--- src/rtl/and5_rr_sched.sv ---
// ============================================================================
//  Module      : and5_rr_sched
//  Description : Round-robin scheduler sharing one registered 5-input AND
//                evaluation path among NREQ requesters. Two registered stages
//                (capture, output) with a ready/valid handshake toward a
//                single consumer.
//  Revision    : 1.0  initial release
// ============================================================================
`default_nettype none

module and5_rr_sched #(
    parameter int NREQ = 4,
    parameter int IDW  = 2
) (
    input  logic                CK,
    input  logic                CD,
    input  logic [NREQ-1:0]     REQ,
    input  logic [5*NREQ-1:0]   OPA,
    output logic [NREQ-1:0]     GNT,
    input  logic                RDY,
    output logic                ZV,
    output logic                Z,
    output logic [IDW-1:0]      ZID
);

    localparam logic [IDW:0]    NREQ_W  = (IDW+1)'(NREQ);
    localparam logic [IDW-1:0]  LAST_ID = IDW'(NREQ - 1);

    // capture stage and arbitration pointer
    logic                s1_v;
    logic [4:0]          s1_op;
    logic [IDW-1:0]      s1_id;
    logic [IDW-1:0]      ptr;

    // combinational arbitration results
    logic [NREQ-1:0]     elig;
    logic                found;
    logic [IDW-1:0]      win;
    logic [IDW:0]        cand;
    logic [IDW-1:0]      ptr_next;
    logic [4:0]          win_op;
    logic [NREQ-1:0]     win_oh;
    logic                adv2;
    logic                load1;

    // Rotating-priority search: first eligible index starting at ptr.
    // A requester granted last cycle is masked so it has a cycle to drop REQ.
    always_comb begin
        elig  = REQ & ~GNT;
        found = 1'b0;
        win   = '0;
        cand  = '0;
        for (int k = 0; k < NREQ; k++) begin
            cand = {1'b0, ptr} + (IDW+1)'(k);
            if (cand >= NREQ_W) begin
                cand = cand - NREQ_W;
            end
            if (!found && elig[cand[IDW-1:0]]) begin
                found = 1'b1;
                win   = cand[IDW-1:0];
            end
        end
    end

    // Handshake terms, winner operand slice, one-hot grant and next pointer.
    always_comb begin
        adv2     = s1_v & (~ZV | RDY);
        load1    = found & (~s1_v | adv2);
        win_op   = OPA[5*win +: 5];
        win_oh   = NREQ'(1) << win;
        ptr_next = (win == LAST_ID) ? '0 : win + IDW'(1);
    end

    // Capture stage: load the winner's operand, issue its grant pulse, rotate.
    always_ff @(posedge CK) begin
        if (CD) begin
            s1_v  <= 1'b0;
            s1_op <= '0;
            s1_id <= '0;
            GNT   <= '0;
            ptr   <= '0;
        end else if (load1) begin
            s1_v  <= 1'b1;
            s1_op <= win_op;
            s1_id <= win;
            GNT   <= win_oh;
            ptr   <= ptr_next;
        end else begin
            GNT   <= '0;
            s1_v  <= s1_v & ~adv2;
        end
    end

    // Output stage: evaluate the AND when advancing, clear valid on consumption.
    always_ff @(posedge CK) begin
        if (CD) begin
            ZV  <= 1'b0;
            Z   <= 1'b0;
            ZID <= '0;
        end else if (adv2) begin
            ZV  <= 1'b1;
            Z   <= &s1_op;
            ZID <= s1_id;
        end else if (ZV && RDY) begin
            ZV  <= 1'b0;
        end
    end

endmodule

`default_nettype wire

--- config.mk ---
export PLATFORM = sky130hd
export DESIGN_NAME = and5_rr_sched
export DESIGN_NICKNAME = d
export VERILOG_FILES = /design/src/rtl/and5_rr_sched.sv
export SDC_FILE = /design/constraint.sdc
export NUM_CORES = 1
export LEC_CHECK = 0
export ABC_AREA = 1
export BUFFER_PORTS_ARGS = -buffer_cell sky130_fd_sc_hd__buf_2
export CORE_UTILIZATION = 54
export CTS_BUF_LIST = sky130_fd_sc_hd__clkbuf_4 sky130_fd_sc_hd__clkbuf_8 sky130_fd_sc_hd__clkbuf_16
export DETAILED_ROUTE_END_ITERATION = 6
export PLACE_DENSITY = 0.83
export SLEW_MARGIN = 10
export SYNTH_ARGS = -nofsm -noshare
export SYNTH_HDL_FRONTEND = slang
export SYNTH_SLANG_ARGS = --single-unit
--- constraint.sdc ---
create_clock -name CK -period 4.4 [get_ports CK]
set_input_delay 0.88 -clock CK [delete_from_list [all_inputs] [get_ports CK]]
set_output_delay 0.88 -clock CK [all_outputs]
set_load 0.02 [all_outputs]
=== Word-level counts from Yosys, hierarchy flattened ===
Index checks and enable logic that the tools add are counted.

* $add $sub $neg: 8
* $mul: 1
* Divide/modulo/power cells: 0
* Order comparisons: 8
* Equal/unequal tests: 1
* Shift-type cells: 2
* Mux-type cells: 24
* Bitwise gates (word level): 11
* Reduce and logical (&&, ||, !) cells: 10

{| class="wikitable"
|+ Operator list
! kind !! number
|-
| 20-bit by 6-bit variable part select with 5-bit output || 1
|-
| 2-bit two-way mux || 9
|-
| 2-bit by 3-bit less-than comparator with 1-bit output (second input constant) || 4
|-
| 1-bit two-way mux || 11
|-
| 3-bit >= comparator (second input constant) || 3
|-
| 1-bit binary-select mux with 2-bit select || 4
|-
| 2-bit by 1-bit subtractor with 2-bit output (second input constant) || 4
|-
| 2-bit by 2-bit adder with 3-bit output (second input constant) || 2
|-
| 3-bit by 2-bit multiplier with 5-bit output (first input constant) || 1
|-
| 5-bit AND reduction || 1
|-
| 4-bit bitwise AND || 1
|-
| 1-bit logical AND || 4
|-
| 1-bit NOT || 4
|-
| 4-bit NOT || 1
|-
| 1-bit by 2-bit << shifter with 4-bit output (first input constant) || 1
|-
| 2-bit by 1-bit adder with 3-bit output (second input constant) || 1
|-
| 1-bit bitwise AND || 3
|-
| 2-bit by 3-bit >= comparator with 1-bit output (second input constant) || 1
|-
| 1-bit logical NOT || 3
|-
| 2-bit by 1-bit adder with 2-bit output (second input constant) || 1
|-
| 2-bit == test (second input constant) || 1
|-
| 1-bit OR || 2
|-
| 2-bit nonzero test || 1
|-
| 2-bit OR reduction || 1
|}

* Bits in registers: 18
* Latch bits: 0
* Bits in writable memories: 0
* Memory bits (read-only): 0
* Input bits: 27
* Output and inout bits: 8
* Word-level logic and storage cells: 73
* Memories kept: 0

=== Logic depth before layout (Yosys ltp) ===
Gate-level depths: netlist of run 1.

* Depth after elaboration: 17
* Gate-level depth with buffers: 14
* Depth with buffers taken out: 12

=== Worst setup path after synthesis of run 1 ===
OpenSTA, ideal clock, no wires.

* Path type: input -> register
* Start: input port REQ[3]
* End: register s1_op[3]
* Setup time: 120 ps
* Data arrival time: 1791 ps
* Required time: 4280 ps
* Setup slack: 2489 ps
* Stages: 11
* Path buffers: 1
* Cells stage by stage: nand3_1 -> nand3_2 -> nand2_4 -> nor2_1 -> nor2_1 -> nand2_2 -> nand2_4 -> buf_6 -> nand2_1 -> nand3_1 -> nand3_1

* Cells in the longest elaborated chain, start to end: 15
* Elaborated cells on any way between the ends: 26
* Classes of those cells: mul: 1; shift: 1; mux: 16; bitwise: 2; reduce/logical: 6

{| class="wikitable"
|+ RTL lines
! item !! RTL line !! source
|-
| start: declaration || 17 || <nowiki>input logic [NREQ-1:0] REQ,</nowiki>
|-
| 4-bit bitwise AND (*) || 49 || <nowiki>elig = REQ & ~GNT;</nowiki>
|-
| 1-bit binary-select mux with 2-bit select || 58 || <nowiki>if (!found && elig[cand[IDW-1:0]]) begin</nowiki>
|-
| 1-bit two-way mux (not written as such) || 58 ||
|-
| 1-bit two-way mux || 58 ||
|-
| 1-bit logical NOT || 58 ||
|-
| 1-bit logical AND || 58 ||
|-
| 1-bit two-way mux || 58 ||
|-
| 1-bit logical NOT || 58 ||
|-
| 1-bit logical AND || 58 ||
|-
| 1-bit two-way mux || 58 ||
|-
| 1-bit logical NOT || 58 ||
|-
| 1-bit logical AND || 58 ||
|-
| 2-bit two-way mux || 58 ||
|-
| 3-bit by 2-bit multiplier with 5-bit output || 69 || <nowiki>win_op = OPA[5*win +: 5];</nowiki>
|-
| 20-bit by 6-bit variable part select with 5-bit output || 69 ||
|-
| end signal: assignment || 84 || <nowiki>s1_op <= win_op;</nowiki>
|-
| end: declaration || 31 || <nowiki>logic [4:0] s1_op;</nowiki>
|}

Mark *: on every way between the ends. The rest lies on a longest branch, timed or not. The select of a mux whose other input is x is not followed.
A chain may end at the register's enable or synchronous reset.

=== Final worst setup path of run 1 ===
* Start: input port REQ[3]
* End: register s1_op[0]

The elaborated chain is that of the path after synthesis.

==> flow_summary.json, run 1 <==
{
  "nets": 242,
  "cts_tree": "done",
  "end_kind": "flip-flop",
  "synth.cell_area_mm2": 0.00117,
  "synth.net_count": 207,
  "synthToLayoutAreaGrowth_pct": 17.5,
  "grt_pass1_wl_um": 4630,
  "synth_largest_area_cell": "dfxtp_1",
  "max_cap_violations": 0,
  "ys_types": 23,
  "insertion_delay_ns": 0.30,
  "slew_viol_final": 0,
  "path_buf_inv": 1,
  "dp_slack_ns": 2.13,
  "ctsResizeCount": 0,
  "antenna-diode-count": 0,
  "drt_first_pass_iters": 4,
  "htreeDepth": 1,
  "netlist.area_leader.share": 0.308,
  "ys.flop_type": "dfxtp_1",
  "synth_area_leaders": "dfxtp_1, nand2_1, nand3_1",
  "fin_crit_sh": 0.458,
  "clock_path_buffers": 2,
  "hold_violations": 0,
  "num_vias": 1272,
  "die_width_um": 48.5,
  "period_minus_slack_ns": 2.01,
  "holdWs_ns": 0.459,
  "crit_arrival_ns": 2.21,
  "hpwl_um": 2150,
  "drt_iter0_drc": 31,
  "synth_top_cells_by_count": "nand2_1, nand3_1, inv_1",
  "totalWireLength_um": 2790,
  "antenna_found_initial": 0,
  "io_buffers": 34,
  "status": "complete, no violations",
  "dieArea_mm2": 0.00236,
  "ys_ff_latch": 18,
  "startpoint_type": "input port",
  "hold_buffers": 0,
  "ir_worst_vdd_v": 0.000345,
  "clkSlewWorstSetupHoldPaths_ns": 0.10,
  "cts_buffers": 3,
  "relSlewSlack": 0.729,
  "vias_per_cell": 5.28,
  "grt_usage": 0.249,
  "start_util": 0.584,
  "core_area_mm2": 0.00200,
  "crit_family": "simple AND/OR/NAND/NOR gates",
  "grt_pass1_vias": 1164,
  "worst_pin_slew_ns": 0.406,
  "clock-sinks": 18,
  "crit_top_cell": "nand3_1",
  "post-cts-setup-buffer-count": 0,
  "critPathSlowestCell": "nand2_4",
  "path_class": "in2reg",
  "synth_warnings": 0,
  "setup_violations": 0,
  "async_reset_ff_frac": 0,
  "postRouteAntennaNets": 0,
  "drive_gt1_frac": 0.257,
  "fin_ws_ns": 2.39,
  "synth_most_common_cell": "nand2_1",
  "max_stage_delay_ns": 0.24,
  "ios": 35,
  "synth-edff-count": 0,
  "syn_inst": 180,
  "ys_seq_area_frac": 0.308,
  "cts_root_buf": "clkbuf_4",
  "place_area_mm2": 0.00134,
  "power_density_mw_per_mm2": 700,
  "row_count": 16,
  "p_leak_nw": 0.771,
  "wl_per_cell_um": 11.6,
  "gp_congestion": 0.906,
  "critical_path.max_fanout": 15,
  "design_area_mm2": 0.00138,
  "hold_class": "reg2reg",
  "drc_errors": 0,
  "grt-ovfl-total": 0,
  "skew_ns": 0.00573,
  "synth.avg_cell_area_um2": 6.50,
  "grt_max_degree": 16,
  "crit_chain": "buf_2 > nand3_1 > nand3_1 > nand2_2 > nand3_1 > nand3_2 > nand2_4 > nand2_1 > nand3_1 > nand3_1",
  "fin_tns_setup_ns": 0,
  "rsz0062_at_grt": "false",
  "fp.dieH_um": 48.5,
  "max_freq_mhz": 497,
  "critPathRequiredTime_ns": 4.59
}
==> cells in the final DEF (no fill, tap or decap), drive strengths merged <==
cell type  instances
inv               34
nand3             37
buf               34
nor3               1
dfxtp             18
a21oi              3
nand3b             6
o21ai              6
clkbuf             4
nand2             51
nand4              8
o211ai             1
nor2              11
==> cells by family (layout without fill, tap and decap cells) <==
logic type | Yosys count | after routing | share of synthesized area
simple gates | 114 | 114 | 0.506
flops | 18 | 18 | 0.308
compound gates | 10 | 10 | 0.0449
buf+inv | 38 | 72 | 0.141
==> where the power goes <==
group / switching (mW) / internal, mW / total (mW)
sequential: 0.0410 / 0.223 / 0.264
clock: 0.0505 / 0.0506 / 0.101
combinational: 0.413 / 0.186 / 0.598
total: 0.504 / 0.459 / 0.963
==> through the flow <==
stage	total power, mW	util	cells
6_report	0.963	0.687	241
5_1_grt	1.05	0.687	241
4_1_cts	0.955	0.687	241
3_5_place_dp	0.852	0.669	237
3_3_place_gp	0.825	0.669	237
2_1_floorplan	0.769	-	180
==> worst paths after layout <==
| check | from | endpoint | slack (ns) | cells past startpoint |
|---|---|---|---|---|
| setup / recovery | REQ[3] | s1_op[0]$_SDFFE_PP0P_ | 2.39 | 10 |
| hold / removal | s1_id[1]$_SDFFE_PP0P_ | ZID[1]$_SDFFE_PP0P_ | 0.46 | 2 |
| setup reg to reg | ptr[0]$_SDFFE_PP0P_ | s1_op[0]$_SDFFE_PP0P_ | 2.40 | 9 |
| hold reg to reg | s1_id[1]$_SDFFE_PP0P_ | ZID[1]$_SDFFE_PP0P_ | 0.46 | 2 |
==> sequential cells by signal, summed over array words and instances (netlist names) <==
signal / flops
s1_op: 5
s1_id: 2
Z: 1
ptr: 2
GNT: 4
s1_v: 1
ZID: 2
ZV: 1
==> per-layer routing <==
layer | wire length (um) | global-route usage | vias up
met5 | 0 | 0 | -
met4 | 38 | 0.0588 | 0
met3 | 163 | 0.0472 | 4
met2 | 1370 | 0.453 | 58
met1 | 1230 | 0.299 | 568
li1 | - | - | 642
==> worst register-to-register path, cell delays in order (launching register included) <==
cell and delay, ns:
dfxtp_1 0.58, nand3_1 0.20, nand3_1 0.16, nand2_2 0.12
nand3_1 0.12, nand3_2 0.21, nand2_4 0.24, nand2_1 0.08
nand3_1 0.11, nand3_1 0.08
==> area by class of cell <==
class                      count  area [um2]
multi-input combinational    124         644
timing repair buffer          34         170
tap                           27        33.8
clock buffer                   4        36.3
sequential                    18         360
inverter                      34         130
fill                         187         627
Power figures use the tool's default switching activity.
==> run 2, diff against run 1 <==
ABC_AREA = 0   (was 1)
CORE_UTILIZATION = 47   (was 54)
PLACE_DENSITY = 0.77   (was 0.83)
clock period = 2 ns   (was 4.4 ns; I/O delays follow)
==> flow_summary.json, run 2 <==
{
  "drive_gt1_frac": 0.301,
  "drt_first_pass_iters": 4,
  "grt.busiest_layer": "met2",
  "largest_reg_flops": 5,
  "fillers": 183,
  "holdWs_ns": 0.346,
  "grt_usage": 0.229,
  "r2r_end": "s1_op[0]$_SDFFE_PP0P_",
  "final_common_cell": "buf_2",
  "insertion_delay_ns": 0.30,
  "crit_chain": "nor4b_1 > a31oi_1 > o311ai_2 > buf_4 > or3_1 > o2111ai_1",
  "end_kind": "flip-flop",
  "worst_pin_slew_ns": 0.618,
  "htreeDepth": 1,
  "synth_warnings": 0,
  "startpoint_type": "flip-flop",
  "drc_errors": 0,
  "grt_max_degree": 17,
  "hp-start": "CD",
  "hpwl_um": 1690,
  "grt_use_met3": 0.0238,
  "post-cts-setup-buffer-count": 0,
  "path_class": "reg2reg",
  "crit_family": "simple AND/OR/NAND/NOR gates",
  "critPathRequiredTime_ns": 2.23,
  "max_cap_violations": 0,
  "antenna-diode-count": 0,
  "mostFrequentLayoutCells": "buf_2, dfxtp_1, nand2_1",
  "grt_pass1_vias": 820,
  "hold_buffers": 0,
  "syn_inst": 110,
  "cts_buffers": 3,
  "power_density_mw_per_mm2": 1090,
  "hold_path_depth": 2,
  "r2r-start": "ptr[1]$_SDFFE_PP0P_",
  "synth.net_count": 137,
  "dp_slack_ns": 0.216,
  "fin_tns_setup_ns": 0,
  "hold_class": "in2reg",
  "synth_area_leaders": "dfxtp_1, mux2i_1, nand2_1",
  "totalWireLength_um": 2190,
  "cts_root_buf": "clkbuf_4",
  "max_stage_delay_ns": 0.46,
  "grt_pass1_wl_um": 3390,
  "rsz0062_at_grt": "false",
  "critPathSlowestCell": "dfxtp_1",
  "place_area_mm2": 0.00111,
  "fin_ws_ns": 0.335,
  "skew_ns": 0.00739,
  "grt-ovfl-total": 0,
  "ios": 35,
  "slew_viol_final": 0,
  "drt_iter0_drc": 38,
  "row_count": 15,
  "vias_per_cell": 5.34,
  "ys_seq_area_frac": 0.399,
  "synthToLayoutAreaGrowth_pct": 26.8,
  "nets": 174,
  "num_vias": 913,
  "ys.flop_type": "dfxtp_1",
  "period_minus_slack_ns": 1.66,
  "clkSlewWorstSetupHoldPaths_ns": 0.11,
  "cts_tree": "done",
  "start_util": 0.511,
  "p_leak_nw": 0.533,
  "io_buffers": 34,
  "synth.cell_area_um2": 902,
  "crit_arrival_ns": 1.89,
  "clock-sinks": 18,
  "ir_worst_vdd_v": 0.000693,
  "synth_most_common_cell": "dfxtp_1",
  "largest-register": "s1_op",
  "synth_largest_area_cell": "dfxtp_1",
  "antenna_found_initial": 0,
  "path_buf_inv": 1,
  "postRouteAntennaNets": 0,
  "synth.avg_cell_area_um2": 8.20,
  "wl_per_cell_um": 12.8,
  "rrSetupSlack_ns": 0.34,
  "rr_worst_depth": 6,
  "fp.dieH_um": 45.8,
  "ctsResizeCount": 0,
  "synth_top_cells_by_count": "dfxtp_1, nand2_1, nor2_1",
  "grt_use_met2": 0.411,
  "clock_path_buffers": 2,
  "max_freq_mhz": 601,
  "design_area_mm2": 0.00114,
  "setup_violations": 0,
  "relSlewSlack": 0.584,
  "status": "complete, no violations",
  "fin_crit_sh": 0.832,
  "largestRegisters": "s1_op x5, GNT x4",
  "met1_usage": 0.269,
  "netlist.area_leader.share": 0.399,
  "gp_congestion": 0.868,
  "critical_path.max_fanout": 16,
  "core_area_mm2": 0.00176,
  "ys_ff_latch": 18,
  "hold_violations": 0,
  "holdPathEnd": "ZID[1]$_SDFFE_PP0P_",
  "die_width_um": 45.8,
  "synth-edff-count": 0,
  "ys_types": 31,
  "dieArea_mm2": 0.00210,
  "async_reset_ff_frac": 0
}
## run 2: power breakdown
group	leakage, nW	switching, mW	internal (mW)
Clock	0.0210	0.120	0.111
Sequential	0.148	0.0693	0.452
Combinational	0.364	0.281	0.208
## run 2: worst max-delay path by stage
stage | start | to | slack (ns) | cells past startpoint
6_report | ptr[1]$_SDFFE_PP0P_ | s1_op[0]$_SDFFE_PP0P_ | 0.34 | 6
5_1_grt | ptr[1]$_SDFFE_PP0P_ | ptr[1]$_SDFFE_PP0P_ | 0.15 | 7
4_1_cts | ptr[1]$_SDFFE_PP0P_ | s1_op[0]$_SDFFE_PP0P_ | 0.35 | 6
3_5_place_dp | REQ[3] | s1_op[2]$_SDFFE_PP0P_ | 0.22 | 6
3_3_place_gp | REQ[2] | s1_op[0]$_SDFFE_PP0P_ | 0.27 | 7
2_1_floorplan | REQ[3] | s1_op[0]$_SDFFE_PP0P_ | 0.47 | 6
## run 2: stage by stage
| step | instances | total power [mW] | util |
|---|---|---|---|
| floorplan | 110 | 0.869 | - |
| global placement | 167 | 1.00 | 0.628 |
| detailed placement | 167 | 1.02 | 0.628 |
| CTS | 171 | 1.24 | 0.648 |
| global route | 171 | 1.33 | 0.648 |
| finish | 171 | 1.24 | 0.648 |
## run 2: cell type report
type / instances / area (um2) / area share
Clock buffer: 4 / 36.3 / 0.0317
Inverter: 6 / 22.5 / 0.0197
Multi-Input combinational cell: 81 / 500 / 0.438
Sequential cell: 18 / 360 / 0.315
Tap cell: 25 / 31.3 / 0.0274
Timing Repair Buffer: 37 / 193 / 0.168
## run 2: cells by family after synthesis
logic type | Yosys count | share of synthesized area
compound gates | 21 | 0.154
xor+xnor | 1 | 0.00971
buf+inv | 11 | 0.0541
flops | 18 | 0.399
mux | 7 | 0.0777
simple gates | 52 | 0.305
## run 2: metal layers
metal | up-vias | wire [um]
met5 | - | 0
met4 | 0 | 34
met3 | 5 | 84
met2 | 22 | 1100
met1 | 421 | 968
li1 | 465 | -
## run 2: worst reg2reg max path: cells and delay by family (launching register included)
| kind | cells | cell delay, ns |
|---|---|---|
| and+or+nand+nor | 2 | 0.48 |
| DFF | 1 | 0.46 |
| AOI/OAI and AO/OA | 3 | 0.43 |
| buffers and inverters | 1 | 0.21 |
